**config.mk**
```make
export PLATFORM = sky130hd
export DESIGN_NAME = mop_writer
export DESIGN_NICKNAME = d
export VERILOG_FILES = /design/src/rtl/mop_writer_pkg.sv /design/src/rtl/mop_fifo.sv /design/src/rtl/mop_writer.sv
export SDC_FILE = /design/constraint.sdc
export NUM_CORES = 1
export LEC_CHECK = 0
export ABC_AREA = 1
export CORE_MARGIN = 8
export CORE_UTILIZATION = 56
export DETAILED_ROUTE_END_ITERATION = 8
export GPL_TIMING_DRIVEN = 0
export HOLD_SLACK_MARGIN = 0.03
export MAX_ROUTING_LAYER = met4
export PLACE_DENSITY = 0.79
export SYNTH_ARGS = -nofsm -noshare
export SYNTH_HDL_FRONTEND = slang
export SYNTH_HIERARCHICAL = 1
export SYNTH_SLANG_ARGS = --single-unit
```
**constraint.sdc**
```tcl
create_clock -name clk -period 4.85 [get_ports clk]
set_input_delay 0.97 -clock clk [delete_from_list [all_inputs] [get_ports clk]]
set_output_delay 0.97 -clock clk [all_outputs]
set_load 0.005 [all_outputs]
```
**src/rtl/mop_writer_pkg.sv**
```systemverilog
// mop_writer_pkg: shared ALU control codes, WSY opcode and writer FSM encoding
package mop_writer_pkg;
  localparam logic [3:0] ALU_ADD = 4'd0;
  localparam logic [3:0] ALU_SUB = 4'd1;
  localparam logic [3:0] ALU_AND = 4'd2;
  localparam logic [3:0] ALU_OR  = 4'd3;
  localparam logic [3:0] ALU_XOR = 4'd4;
  localparam logic [5:0] OP_WSY  = 6'h2b;
  typedef enum logic [1:0] {
    IDLE = 2'd0,
    REQ  = 2'd1,
    RESP = 2'd2
  } mop_state_t;
endpackage

```
**src/rtl/mop_fifo.sv**
```systemverilog
// mop_fifo: synchronous FIFO with wrapping pointers and registered occupancy count
module mop_fifo #(
  parameter int DEPTH = 4,
  parameter int W = 64
) (
  input  logic         clk,
  input  logic         rstn,
  input  logic         push,
  input  logic         pop,
  input  logic [W-1:0] wdata,
  output logic [W-1:0] rdata,
  output logic         full,
  output logic         empty
);
  localparam int AW = $clog2(DEPTH);
  logic [W-1:0] mem [DEPTH];
  logic [AW-1:0] wptr, rptr;
  logic [AW:0] count;
  logic push_ok, pop_ok;
  assign full = count == (AW+1)'(DEPTH);
  assign empty = count == '0;
  assign push_ok = push && !full;
  assign pop_ok = pop && !empty;
  assign rdata = mem[rptr];
  always_ff @(posedge clk)
    if (!rstn) begin
      wptr <= '0;
      rptr <= '0;
      count <= '0;
    end else begin
      if (push_ok) mem[wptr] <= wdata;
      wptr <= wptr + AW'(push_ok);
      rptr <= rptr + AW'(pop_ok);
      count <= count + (AW+1)'(push_ok) - (AW+1)'(pop_ok);
    end
endmodule

```
**src/rtl/mop_writer.sv**
```systemverilog
// mop_writer: buffers WSY memory ops and issues them one at a time on the write bus
module mop_writer
  import mop_writer_pkg::*;
#(
  parameter int DEPTH = 4,
  parameter int TIMEOUT = 16
) (
  input  logic        clk,
  input  logic        rstn,
  input  logic        mop_en,
  input  logic [31:0] mop_addr,
  input  logic [31:0] mop_data,
  output logic        mop_stall,
  output logic        bus_wvalid,
  output logic [31:0] bus_waddr,
  output logic [31:0] bus_wdata,
  input  logic        bus_wready,
  input  logic        bus_bvalid,
  input  logic        bus_berr,
  output logic        mop_err,
  output logic        mop_busy
);
  localparam int TW = $clog2(TIMEOUT + 1);
  mop_state_t state, state_nx;
  logic [TW-1:0] timer;
  logic [63:0] head;
  logic empty, full, pop, timed_out;
  mop_fifo #(.DEPTH(DEPTH), .W(64)) u_fifo (
    .clk   (clk),
    .rstn  (rstn),
    .push  (mop_en),
    .pop   (pop),
    .wdata ({mop_addr, mop_data}),
    .rdata (head),
    .full  (full),
    .empty (empty)
  );
  assign mop_stall = full;
  assign bus_wvalid = state == REQ;
  assign pop = bus_wvalid && bus_wready;
  assign mop_busy = !empty || state != IDLE;
  assign timed_out = timer == TW'(TIMEOUT - 1);
  always_comb
    state_nx = state == IDLE ? (empty ? IDLE : REQ) :
               state == REQ  ? (bus_wready ? RESP : REQ) :
               (bus_bvalid || timed_out) ? IDLE : RESP;
  always_ff @(posedge clk)
    if (!rstn) begin
      state <= IDLE;
      timer <= '0;
      bus_waddr <= '0;
      bus_wdata <= '0;
      mop_err <= 1'b0;
    end else begin
      state <= state_nx;
      timer <= state == RESP ? timer + 1'b1 : '0;
      if (state == IDLE && !empty) {bus_waddr, bus_wdata} <= head;
      if (state == RESP && (bus_bvalid ? bus_berr : timed_out)) mop_err <= 1'b1;
    end
endmodule

```
## After elaboration in Yosys (flattened, before gate mapping)

Memory sizes are Yosys's and may differ from the RTL's. A register that Yosys moved wholly into a read port is not among the register bits.
Cells that the tools add are included.

| operators by class | value |
|---|---|
| add/subtract/negate cells | 5 |
| equality and inequality tests | 4 |
| multiplexer cells | 9 |
| reduce and logical (&&, ||, !) cells | 14 |

Operators by type and width:

| cell | number |
|---|---|
| 2-bit 2-to-1 mux | 4 |
| 5-bit by 1-bit adder with 5-bit output (second input constant) | 1 |
| 5-bit by 4-bit equality test with 1-bit output (second input constant) | 1 |
| 1-bit logical AND | 5 |
| 1-bit 2-to-1 mux | 5 |
| 2-bit by 1-bit adder with 2-bit output | 2 |
| 3-bit by 1-bit adder with 3-bit output | 1 |
| 3-bit equality test (second input constant) | 1 |
| 1-bit logical NOT | 3 |
| 3-bit logical NOT | 1 |
| 3-bit by 1-bit subtractor with 3-bit output | 1 |
| 2-bit by 1-bit equality test with 1-bit output (second input constant) | 1 |
| 2-bit equality test (second input constant) | 1 |
| 2-bit logical NOT | 1 |
| 1-bit logical OR | 2 |
| 2-bit AND reduction | 1 |
| 2-bit nonzero test | 1 |

| word-level totals | value |
|---|---|
| flip-flop bits (word level) | 15 |
| memory bits (writable) | 256 |
| input bits | 70 |
| memories | 1 |

Memories:

| name | depth | bits a word | read ports | clocked after memory_dff | wr ports | line | source |
|---|---|---|---|---|---|---|---|
| u_fifo.mem | 4 | 64 | 1 | 1 | 1 | mop_fifo.sv:16 | `logic [W-1:0] mem [DEPTH];` |

## Depth between registers and ports, before layout

| logic depth | value |
|---|---|
| word-level depth | 6 |
| mapped depth | 11 |
| depth with buffers taken out | 11 |

## By module

Netlist, hierarchy kept.

Modules (own cells, without submodules):

| module | times used | cells an instance | area each (um^2) |
|---|---|---|---|
| mop_fifo | 1 | 678 | 9843.2 |
| mop_writer | 1 | 398 | 3105.5 |

## Least setup slack after synthesis

Ideal clock, no wire load.

| timing | value |
|---|---|
| path type | input to register |
| start point | input rstn |
| end point | memory u_fifo.mem[0][0], enable pin |
| arrival time | 3998 ps |
| data required time | 4364 ps |
| setup slack | 366 ps |
| stages | 3 |
| path buffers | 1 |
| cells stage by stage | clkbuf_1 nand2_1 nor2_1 |

| on the way | value |
|---|---|
| cells in the longest elaborated chain, start to end | 2 |

RTL lines:

| item | line | source |
|---|---|---|
| start: declaration | mop_writer.sv:9 | `input logic rstn,` |
| 1-bit 2-to-1 mux | mop_fifo.sv:26 | `if (!rstn) begin` |
| 1-bit 2-to-1 mux (implied by the code) | mop_fifo.sv:31 | `if (push_ok) mem[wptr] <= wdata;` |
| end: declaration | mop_fifo.sv:16 |  |

Every way passes these cells.

## Final worst setup path

| timing | value |
|---|---|
| start point | register state[0] |
| end point | output mop_busy |

| on the way | value |
|---|---|
| cells in the longest elaborated chain, start to end | 2 |

RTL lines:

| item | line | source |
|---|---|---|
| start: declaration | mop_writer.sv:24 | `mop_state_t state, state_nx;` |
| start signal: assignment | mop_writer.sv:55 | `state <= state_nx;` |
| 2-bit nonzero test | mop_writer.sv:41 | `assign mop_busy = !empty \|\| state != IDLE;` |
| 1-bit logical OR | mop_writer.sv:41 |  |
| end: declaration | mop_writer.sv:21 | `output logic mop_busy` |

Every way passes these cells.

==> impl_summary.txt <==
----------------------------------------------------
[Power]
  NetSw ... about 2.6 mW
  Sequential share of power ... 41.0%
  Power density over the cells ... roughly 550 nW/µm²
  Leakage ... 5.76 nW
  Max VDD drop ... just under 0.0004 V
  Internal power consumption ... 6.13 mW
  Logic pwr share ... 28.3%
  Overall Power ... 8.76 mW
  Clk pwr share ... 30.6%
  Sw frac ... between 30% and 40%

[Critical path]
  Count of cells along the worst register-to-register path ... 8
  End of the worst register-to-register path ... u_fifo/mem[3][40]
  CP Data Required Time ... 3880 ps
  Worst R2R Setup Slack ... ~2400 ps
  Start point of the critical path ... state[0]
  Worst Setup End Kind ... output pin
  Data arrival time at the worst-slack endpoint ... 1970 ps
  Worst setup path class ... reg -> out
  Launch instance of the worst register-to-register path ... u_fifo/count[1]
  Setup crit start kind ... flip-flop
  Maximum fanout along the worst path ... 10

[Clocking]
  Source-to-sink clock delay at the later pin of the worst-skew pair ... between 500 and 600 ps
  CTS root buf ... clkbuf_16
  Sinks on Clock Net ... 335
  Level count of the clock H-tree ... 2
  Buffer depth of the longest clock path ... 3
  Buffers inserted by post-CTS timing repair ... 0
  Post_cts resized ... 0
  CTS hold repair buffers ... 0
  Number of CTS-inserted buffers ... 34
  Clock slew at the register clock pins of the worst setup and hold paths ... 60 ps
  TritonCTS clock tree ... done

[Worst hold path]
  Worst Hold Endpoint ... mop_err
  WHS Path Cells ... 2
  Path class of the lowest-slack min-delay path ... reg -> reg
  Beginning of the worst hold path ... mop_err

[Synth]
  Gate Count Post-Synth ... between 1,000 and 1,500
  Leading post-synthesis cells by cell area ... edfxtp_1, dfxtp_1, nor2_1
  Mean area per synthesized cell ... 12.0 µm²
  Share of synthesized area occupied by flip-flops and latches ... 71.6%
  Count of state elements after synthesis ... 335
  Post-synthesis instance area ... around 13,000 µm²
  Synthesized Nets ... 1,151
  Distinct cell type count after synthesis ... 25
  Leading cell types by count after synthesis ... edfxtp_1, nor2_1, nand2_1, o21ai_0, dfxtp_1
  Number of flops mapped to enable cells by yosys ... 256
  YS warnings ... 6
  FFs w/ async S/R, synth ... 0%
  Fraction of post-synthesis cell area in the top cell type by area ... 59.4%
  Top cell type by total area after synthesis ... edfxtp_1
  Dominant cell by count in the synthesized netlist ... edfxtp_1
  Ys flop type ... edfxtp_1

[Global routing]
  Congestion Overflow GR ... 0
  Global-route wire length before repair ... slightly below 50 mm
  Via count of the first global-routing pass ... 9,219
  Number of antenna violations at the first check in global routing ... 4
  Largest net degree at the start of global routing ... 30
  Overall global routing resource usage ... 22.3%

[STA]
  Setup slack of the critical path after layout ... 1910 ps
  Peak Freq ... about 0.34 GHz
  Finish-stage setup viols ... 0
  Final hold violation count ... 0
  TNS Setup ... 0 ps
  Final Max Slew Viols ... 0
  Maximum clock skew at final layout ... approximately 12 ps
  Clock period minus worst slack ... 2940 ps
  Hold slack ... 459 ps
  Unrepaired setup endpoints after global routing ... false
  Slew Limit Headroom ... 49.3%
  Measured slew at the worst slew-check pin ... roughly 760 ps
  Final Cycle Share ... 60.5%

[Route]
  Total vias in the final route ... ~8,900
  Number of DRC markers after the initial detailed-route iteration ... 826
  Total routed wirelength ... approximately 30 mm
  Number of vias per cell ... 5.65
  Post-DRT Antenna Nets ... 0
  DR DRC count ... 0
  DR pass1 iterations ... 5
  Average detailed-routed wire length per instance ... between 15 and 20 µm

[Die]
  Die span in x ... ~170 µm
  Std cell rows ... 55
  Die ar. ... 28,200 µm²
  Initial Utilization ... 57.2%
  Area of the core ... 22,600 µm²
  I/O pin count ... around 140
  Overall die height ... 168 µm

[Cells and area]
  Number of filler instances in the final layout ... ~1,500
  Post-route cell area ... 16,000 µm²
  Final #Nets ... 1,331
  Final std cells w/o fill ... 1,571
  Post-synthesis to final-layout area growth ... 23.8%
  Proportion of layout cells with a drive suffix above 1 ... approximately 11%
  Fraction of the core area covered by cells at the end of the flow ... 70.8%

[Placement]
  Final estimated routing congestion in global placement ... 0.778
  HPWL Detailed ... about 20 mm
  Cell count after placement ... 1,505
  Port buffer count ... 136
  Setup slack at placement ... 1480 ps
  Total cell area at the placement stage ... roughly 15,000 µm²

[Job]
  Max-cap violation count ... 0

[Outcome]
  Outcome ... complete, no violations

----------------------------------------------------
==> worst max-delay path by stage <==
stage / endpoint / slack (ps) / depth (start not counted)
after floorplan: u_fifo/mem[0][0] / 370 / 3
after global placement: u_fifo/mem[0][41] / -2230 / 5
after detailed placement: u_fifo/mem[3][41] / 1480 / 7
after CTS: mop_busy / 1900 / 5
after global routing: mop_busy / 1850 / 5
final: mop_busy / 1910 / 5
==> sequential cells by signal (all words and copies together) (netlist names) <==
| register | cells |
|---|---|
| u_fifo/count | 3 |
| state | 2 |
| u_fifo/wptr | 2 |
| bus_waddr | 32 |
| mop_err | 1 |
| u_fifo/rptr | 2 |
| bus_wdata | 32 |
| timer | 5 |
| u_fifo/mem | 256 |
==> cell families after synthesis <==
kind of cell,synth area share (%)
simple gates,15.2
fa+ha+maj,0.541
compound gates,8.31
flops,71.6
buf+inv,4.36
==> metal layers <==
metal	vias up	global-route usage, %	routed length (µm)
li1	4147	-	-
met1	4223	25.5	11700
met2	432	37.9	15600
met3	82	4.02	2580
met4	0	10.6	1060
met5	-	-	0
==> cell type report <==
class	count	area (µm²)	area share (%)
antenna	4	10.0	0.0624
buffer	70	462	2.88
clock buffer	43	968	6.04
clock inverter	19	198	1.23
inverter	26	103	0.640
multi-input combinational	645	3150	19.6
sequential	335	9270	57.8
tap	285	357	2.22
timing repair buffer	144	1520	9.49
==> power groups by stage <==
stage | registers [mW] | logic [mW] | clock network, mW
floorplan | 3.65 | 1.47 | 0
global placement | 3.67 | 2.38 | 0
detailed placement | 3.65 | 2.47 | 0
CTS | 3.60 | 2.50 | 2.71
global route | 3.63 | 2.73 | 2.83
finish | 3.60 | 2.48 | 2.68
==> worst max-delay path, stage by stage, from the launching register on <==
cell and delay, ps:
dfxtp_1 340, nor2_4 180, buf_6 200, buf_6 190, nand2_1 90, clkdlybuf4s50_1 460
==> cell usage in the layout, fill, tap and decap left out, types with 5 or more instances in the layout <==
cell | Yosys | routed
clkdlybuf4s50_1 | 0 | 136
o22ai_1 | 64 | 64
dfxtp_1 | 79 | 79
o21ai_0 | 80 | 80
nand2_1 | 93 | 93
buf_6 | 19 | 19
inv_1 | 22 | 22
buf_2 | 21 | 21
buf_12 | 0 | 8
nand3b_1 | 64 | 64
nor2_1 | 255 | 251
nor2_4 | 1 | 5
o21ai_1 | 50 | 50
edfxtp_1 | 256 | 256
nor2_2 | 20 | 20
clkbuf_1 | 19 | 23
clkbuf_16 | 0 | 37
buf_4 | 8 | 8
clkinv_2 | 0 | 9
a21oi_1 | 5 | 5
No activity file was read; power rests on OpenSTA's default activity.
==> RTL change 1: new RTL, same flow settings <==
The 3 states of `mop_state_t` get a one-hot encoding in 3 bits.
--- a/src/rtl/mop_writer_pkg.sv
+++ b/src/rtl/mop_writer_pkg.sv
@@ -6,10 +6,10 @@
   localparam logic [3:0] ALU_OR  = 4'd3;
   localparam logic [3:0] ALU_XOR = 4'd4;
   localparam logic [5:0] OP_WSY  = 6'h2b;
-  typedef enum logic [1:0] {
-    IDLE = 2'd0,
-    REQ  = 2'd1,
-    RESP = 2'd2
+  typedef enum logic [2:0] {
+    IDLE = 3'b001,
+    REQ  = 3'b010,
+    RESP = 3'b100
   } mop_state_t;
 endpackage
 
Behaviour: no difference found for any inputs over 10 cycles, from zero or initial values and one cycle with rstn low; not proved beyond that.
==> RTL change 1 against the unedited design <==
- setup slack got worse by 290 ps
- largest cell class unchanged
- routed wire length increased by 3.0%
- power decreased by 4.4%
- clock power decreased by 3%
- clock skew decreased by 3.8 ps
- area after synthesis increased by 4.6%
- largest power group unchanged
- cell area increased by 4.0%
- sequential cell count increased by 1
==> RTL change 1: results (changes against the unedited design) <==
- Status: finished, final reports clean (unchanged)
- CP arrival: 2250 ps (was 1970 ps)
- Initial DRC Count: 965 (was 826)
- Non-clk buf share: 11.9% (was 12.4%)
- Post-DP Area: 15,500 um2 (was 14,900 um2)
- Syn_nets: 1,357 (was 1,151)
- Clkbuf count: 45 (was 43)
- Via-per-instance ratio: 5.32 (was 5.65)
- Synth Instances: 1,282 (was 1,076)
- Detail Placement HPWL: 20.7 mm (was 19.6 mm)
- HP Start: timer[0]$_SDFF_PN0_ (was mop_err$_SDFFE_PN0P_)
- CTS sink count: 336 (was 335)
- Largest net degree at the start of global routing: 28 (was 30)
- Global-route wire length before repair: 48.6 mm (was 48.2 mm)
- Vias in the first global route: 9,475 (was 9,219)
- Register Area: 9290 um2 (was 9270 um2)
- Dpl ws: 1590 ps (was 1480 ps)
- Non-clk bufs: 224 (was 214)
- Clock network contribution to total cell area: 6.80% (was 7.27%)
- Synth top cells by count: edfxtp_1, inv_1, nor2_1, nand2_1, o21ai_0 (was edfxtp_1, nor2_1, nand2_1, o21ai_0, dfxtp_1)
- Reg2reg setup slack: 2530 ps (was 2360 ps)
- Fill cell count: 1,698 (was 1,538)
- Multi-input gate area: 3050 um2 (was 3150 um2)
- RR Endpoint: u_fifo/mem[3][42]$_DFFE_PP_ (was u_fifo/mem[3][40]$_DFFE_PP_)
- Fin nets: 1,540 (was 1,331)
- Final RePlAce weighted congestion: 0.780 (was 0.778)
- Register area share after synthesis: 68.6% (was 71.6%)
- Non-Clock Inverter Count: 217 (was 26)
- Clk_skew: 7.88 ps (was 11.7 ps)
- Hold Slack: 472 ps (was 459 ps)
- Synth unique cells: 23 (was 25)
- Initial antenna violation count: 3 (was 4)
- Final WL: 31.8 mm (was 30.9 mm)
- Complex-gate fraction of the synthesized area: 8.02% (was 8.31%)
- Via Count: 9,662 (was 8,884)
- Ant. Diodes: 3 (was 4)
- Multi-input gates: 650 (was 645)
- Layout cells sized above 1: 7.58% (was 11.0%)
- Switching Share: 28.6% (was 30.0%)
- Hold path endpoint: timer[0]$_SDFF_PN0_ (was mop_err$_SDFFE_PN0P_)
- Final Cell Area: 16,700 um2 (was 16,000 um2)
- Peak VDD IR: 0.000340 V (was 0.000385 V)
- CTS Buf Count: 36 (was 34)
- GRT Overall Usage: 21.9% (was 22.3%)
- Crit. Startpoint: state[2]$_SDFF_PP0_ (was state[0]$_SDFF_PN0_)
- Clock group share of total power: 31.1% (was 30.6%)
[RTL change 1: cell types whose count changed after synthesis, moves of 2 or more]
cell      unedited run  this run
nand4_1              2        67
nor2_2              20         0
nand3_1              4         7
buf_1                3        13
nor2_1             255       208
inv_1               22       214
clkbuf_1            19        22
buf_2               21        28
nand3b_1            64         1
buf_6               19         7
o21ai_0             80        82
nand2_1             93       158
[RTL change 1: per-layer routing]
metal	up-vias	track usage [%]	wire, um
met1	4499	26.4	12500
met4	0	7.52	871
met3	70	3.63	2620
li1	4641	-	-
met2	452	37.2	15800
met5	-	-	0
[RTL change 1: worst max-delay path by stage]
stage | to | slack, ps | cells past startpoint
after global routing | mop_busy | 1530 | 5
after detailed placement | u_fifo/mem[3][42]$_DFFE_PP_ | 1590 | 7
after global placement | u_fifo/mem[3][24]$_DFFE_PP_ | -2190 | 5
after floorplan | u_fifo/mem[0][0]$_DFFE_PP_ | 370 | 3
after CTS | mop_busy | 1590 | 5
final | mop_busy | 1630 | 5
==> RTL change 2: new RTL, config.mk and constraints unchanged <==
Made on the original files. Set the parameter `TIMEOUT` to 8 (it was 16).
--- a/src/rtl/mop_writer.sv
+++ b/src/rtl/mop_writer.sv
@@ -3,7 +3,7 @@
   import mop_writer_pkg::*;
 #(
   parameter int DEPTH = 4,
-  parameter int TIMEOUT = 16
+  parameter int TIMEOUT = 8
 ) (
   input  logic        clk,
   input  logic        rstn,
Check against the original RTL: same outputs for any inputs over 4 cycles, from zero or initial values and one cycle with rstn low; that may be too few to reach the edited logic, so the function may still have changed.
==> RTL change 2 against the unedited design <==
- sequential cell count decreased by 1
- power decreased by 5.7%
- setup slack improved by 110 ps
- routed wire length decreased by 6.7%
- core utilization decreased by 0.24 points
- first-iteration DRC count decreased by 12%
- area after synthesis decreased by 4.4%
- critical path depth increased by 3
- sequential power increased by 3%
- cell area decreased by 4.2%
- critical endpoint is now u_fifo/mem[0][33]$_DFFE_PP_
==> RTL change 2: results (changes against the unedited design) <==
- Synth top cells by count: nor2_1, edfxtp_1, o21ai_1, o21ai_0, dfxtp_1 (was edfxtp_1, nor2_1, nand2_1, o21ai_0, dfxtp_1)
- Clk_skew: 15.0 ps (was 11.7 ps)
- Status: finished, final reports clean (unchanged)
- GRT Overall Usage: 21.5% (was 22.3%)
- Post-DP Area: 14,300 um2 (was 14,900 um2)
- Initial Util: 56.9% (was 57.2%)
- Register area share after synthesis: 74.7% (was 71.6%)
- Final RePlAce weighted congestion: 0.764 (was 0.778)
- Fmax: 354 MHz (was 341 MHz)
- Placed instance count: 1,422 (was 1,505)
- Yosys reg bits: 334 (was 335)
- Fin nets: 1,249 (was 1,331)
- Layout cells sized above 1: 8.59% (was 11.0%)
- Crit path largest cell delay: 560 ps (was 460 ps)
- Leakage power: 5.38 nW (was 5.76 nW)
- Slowest cell on the critical path: nor2_4 (was clkdlybuf4s50_1)
- CTS Buf Count: 31 (was 34)
- CTS HTree Levels: 1 (was 2)
- Vias in the first global route: 8,243 (was 9,219)
- Worst Tran Pin Value: 943 ps (was 759 ps)
- Fill cell count: 1,483 (was 1,538)
- Switching Share: 28.5% (was 30.0%)
- Initial DRC Count: 730 (was 826)
- Avg Cell Area, Syn: 12.4 um2 (was 12.0 um2)
- Synth top area cells: edfxtp_1, dfxtp_1, nor2_1, o21ai_1, o21ai_0 (was edfxtp_1, dfxtp_1, nor2_1, nand3b_1, o21ai_0)
- Syn_nets: 1,071 (was 1,151)
- CP arrival: 3080 ps (was 1970 ps)
- Final WL: 28.8 mm (was 30.9 mm)
- Via-per-instance ratio: 5.59 (was 5.65)
-- RTL change 2: worst paths after layout --
path,from,endpoint,depth (start not counted)
max,mop_en,u_fifo/mem[0][33]$_DFFE_PP_,8
min,timer[0]$_SDFF_PN0_,timer[0]$_SDFF_PN0_,1
max reg2reg,u_fifo/count[1]$_SDFF_PN0_,u_fifo/mem[0][33]$_DFFE_PP_,9
min reg2reg,timer[0]$_SDFF_PN0_,timer[0]$_SDFF_PN0_,1
-- RTL change 2: critical path, delay by kind of cell --
kind,cells,cell delay [ps]
AO/OA/AOI/OAI,1,100
buffers and inverters,5,1200
AND/OR/NAND/NOR,2,790
-- RTL change 2: metrics by stage --
| stage | utilization (%) | hold slack [ps] | power, mW |
|---|---|---|---|
| after global routing | 70.6 | 493 | 8.64 |
| after global placement | 64.8 | 430 | 5.86 |
| after detailed placement | 65.9 | 443 | 5.95 |
| after floorplan | - | 418 | 4.86 |
| final | 70.6 | 456 | 8.26 |
| after CTS | 70.5 | 454 | 8.31 |
-- RTL change 2: final cells by class --
| class | instances | share of cell area (%) |
|---|---|---|
| antenna | 2 | 0.0326 |
| clock buffer | 44 | 5.63 |
| sequential | 334 | 60.2 |
| inverter | 23 | 0.579 |
| timing repair buffer | 145 | 10.3 |
| multi-input combinational | 577 | 17.4 |
| buffer | 63 | 2.57 |
| tap | 280 | 2.28 |
| clock inverter | 13 | 0.937 |
-- RTL change 2: power by group through the flow --
stage	clock (mW)	sequential [mW]	combinational [mW]
6_report	2.37	3.69	2.19
5_1_grt	2.51	3.73	2.40
4_1_cts	2.40	3.70	2.21
3_5_place_dp	0	3.75	2.19
3_3_place_gp	0	3.76	2.10
2_1_floorplan	0	3.76	1.10
-- RTL change 2: cells by family after synthesis --
logic type / count (synthesis) / synth area share [%]
flops: 334 / 74.7
simple gates: 307 / 9.50
compound gates: 265 / 11.4
buf+inv: 86 / 3.90
fa+ha+maj: 4 / 0.465
xor+xnor: 1 / 0.0708
-- RTL change 2: per-layer routing --
layer / global-route usage, % / up-vias / part of all wire [%] / routed length [um]
met1: 26.5 / 4013 / 40 / 11700
li1: - / 3911 / - / -
met5: - / - / 0 / 0
met2: 35.8 / 310 / 50 / 14500
met4: 7.90 / 0 / 2.6 / 754
met3: 3.07 / 52 / 6.7 / 1940
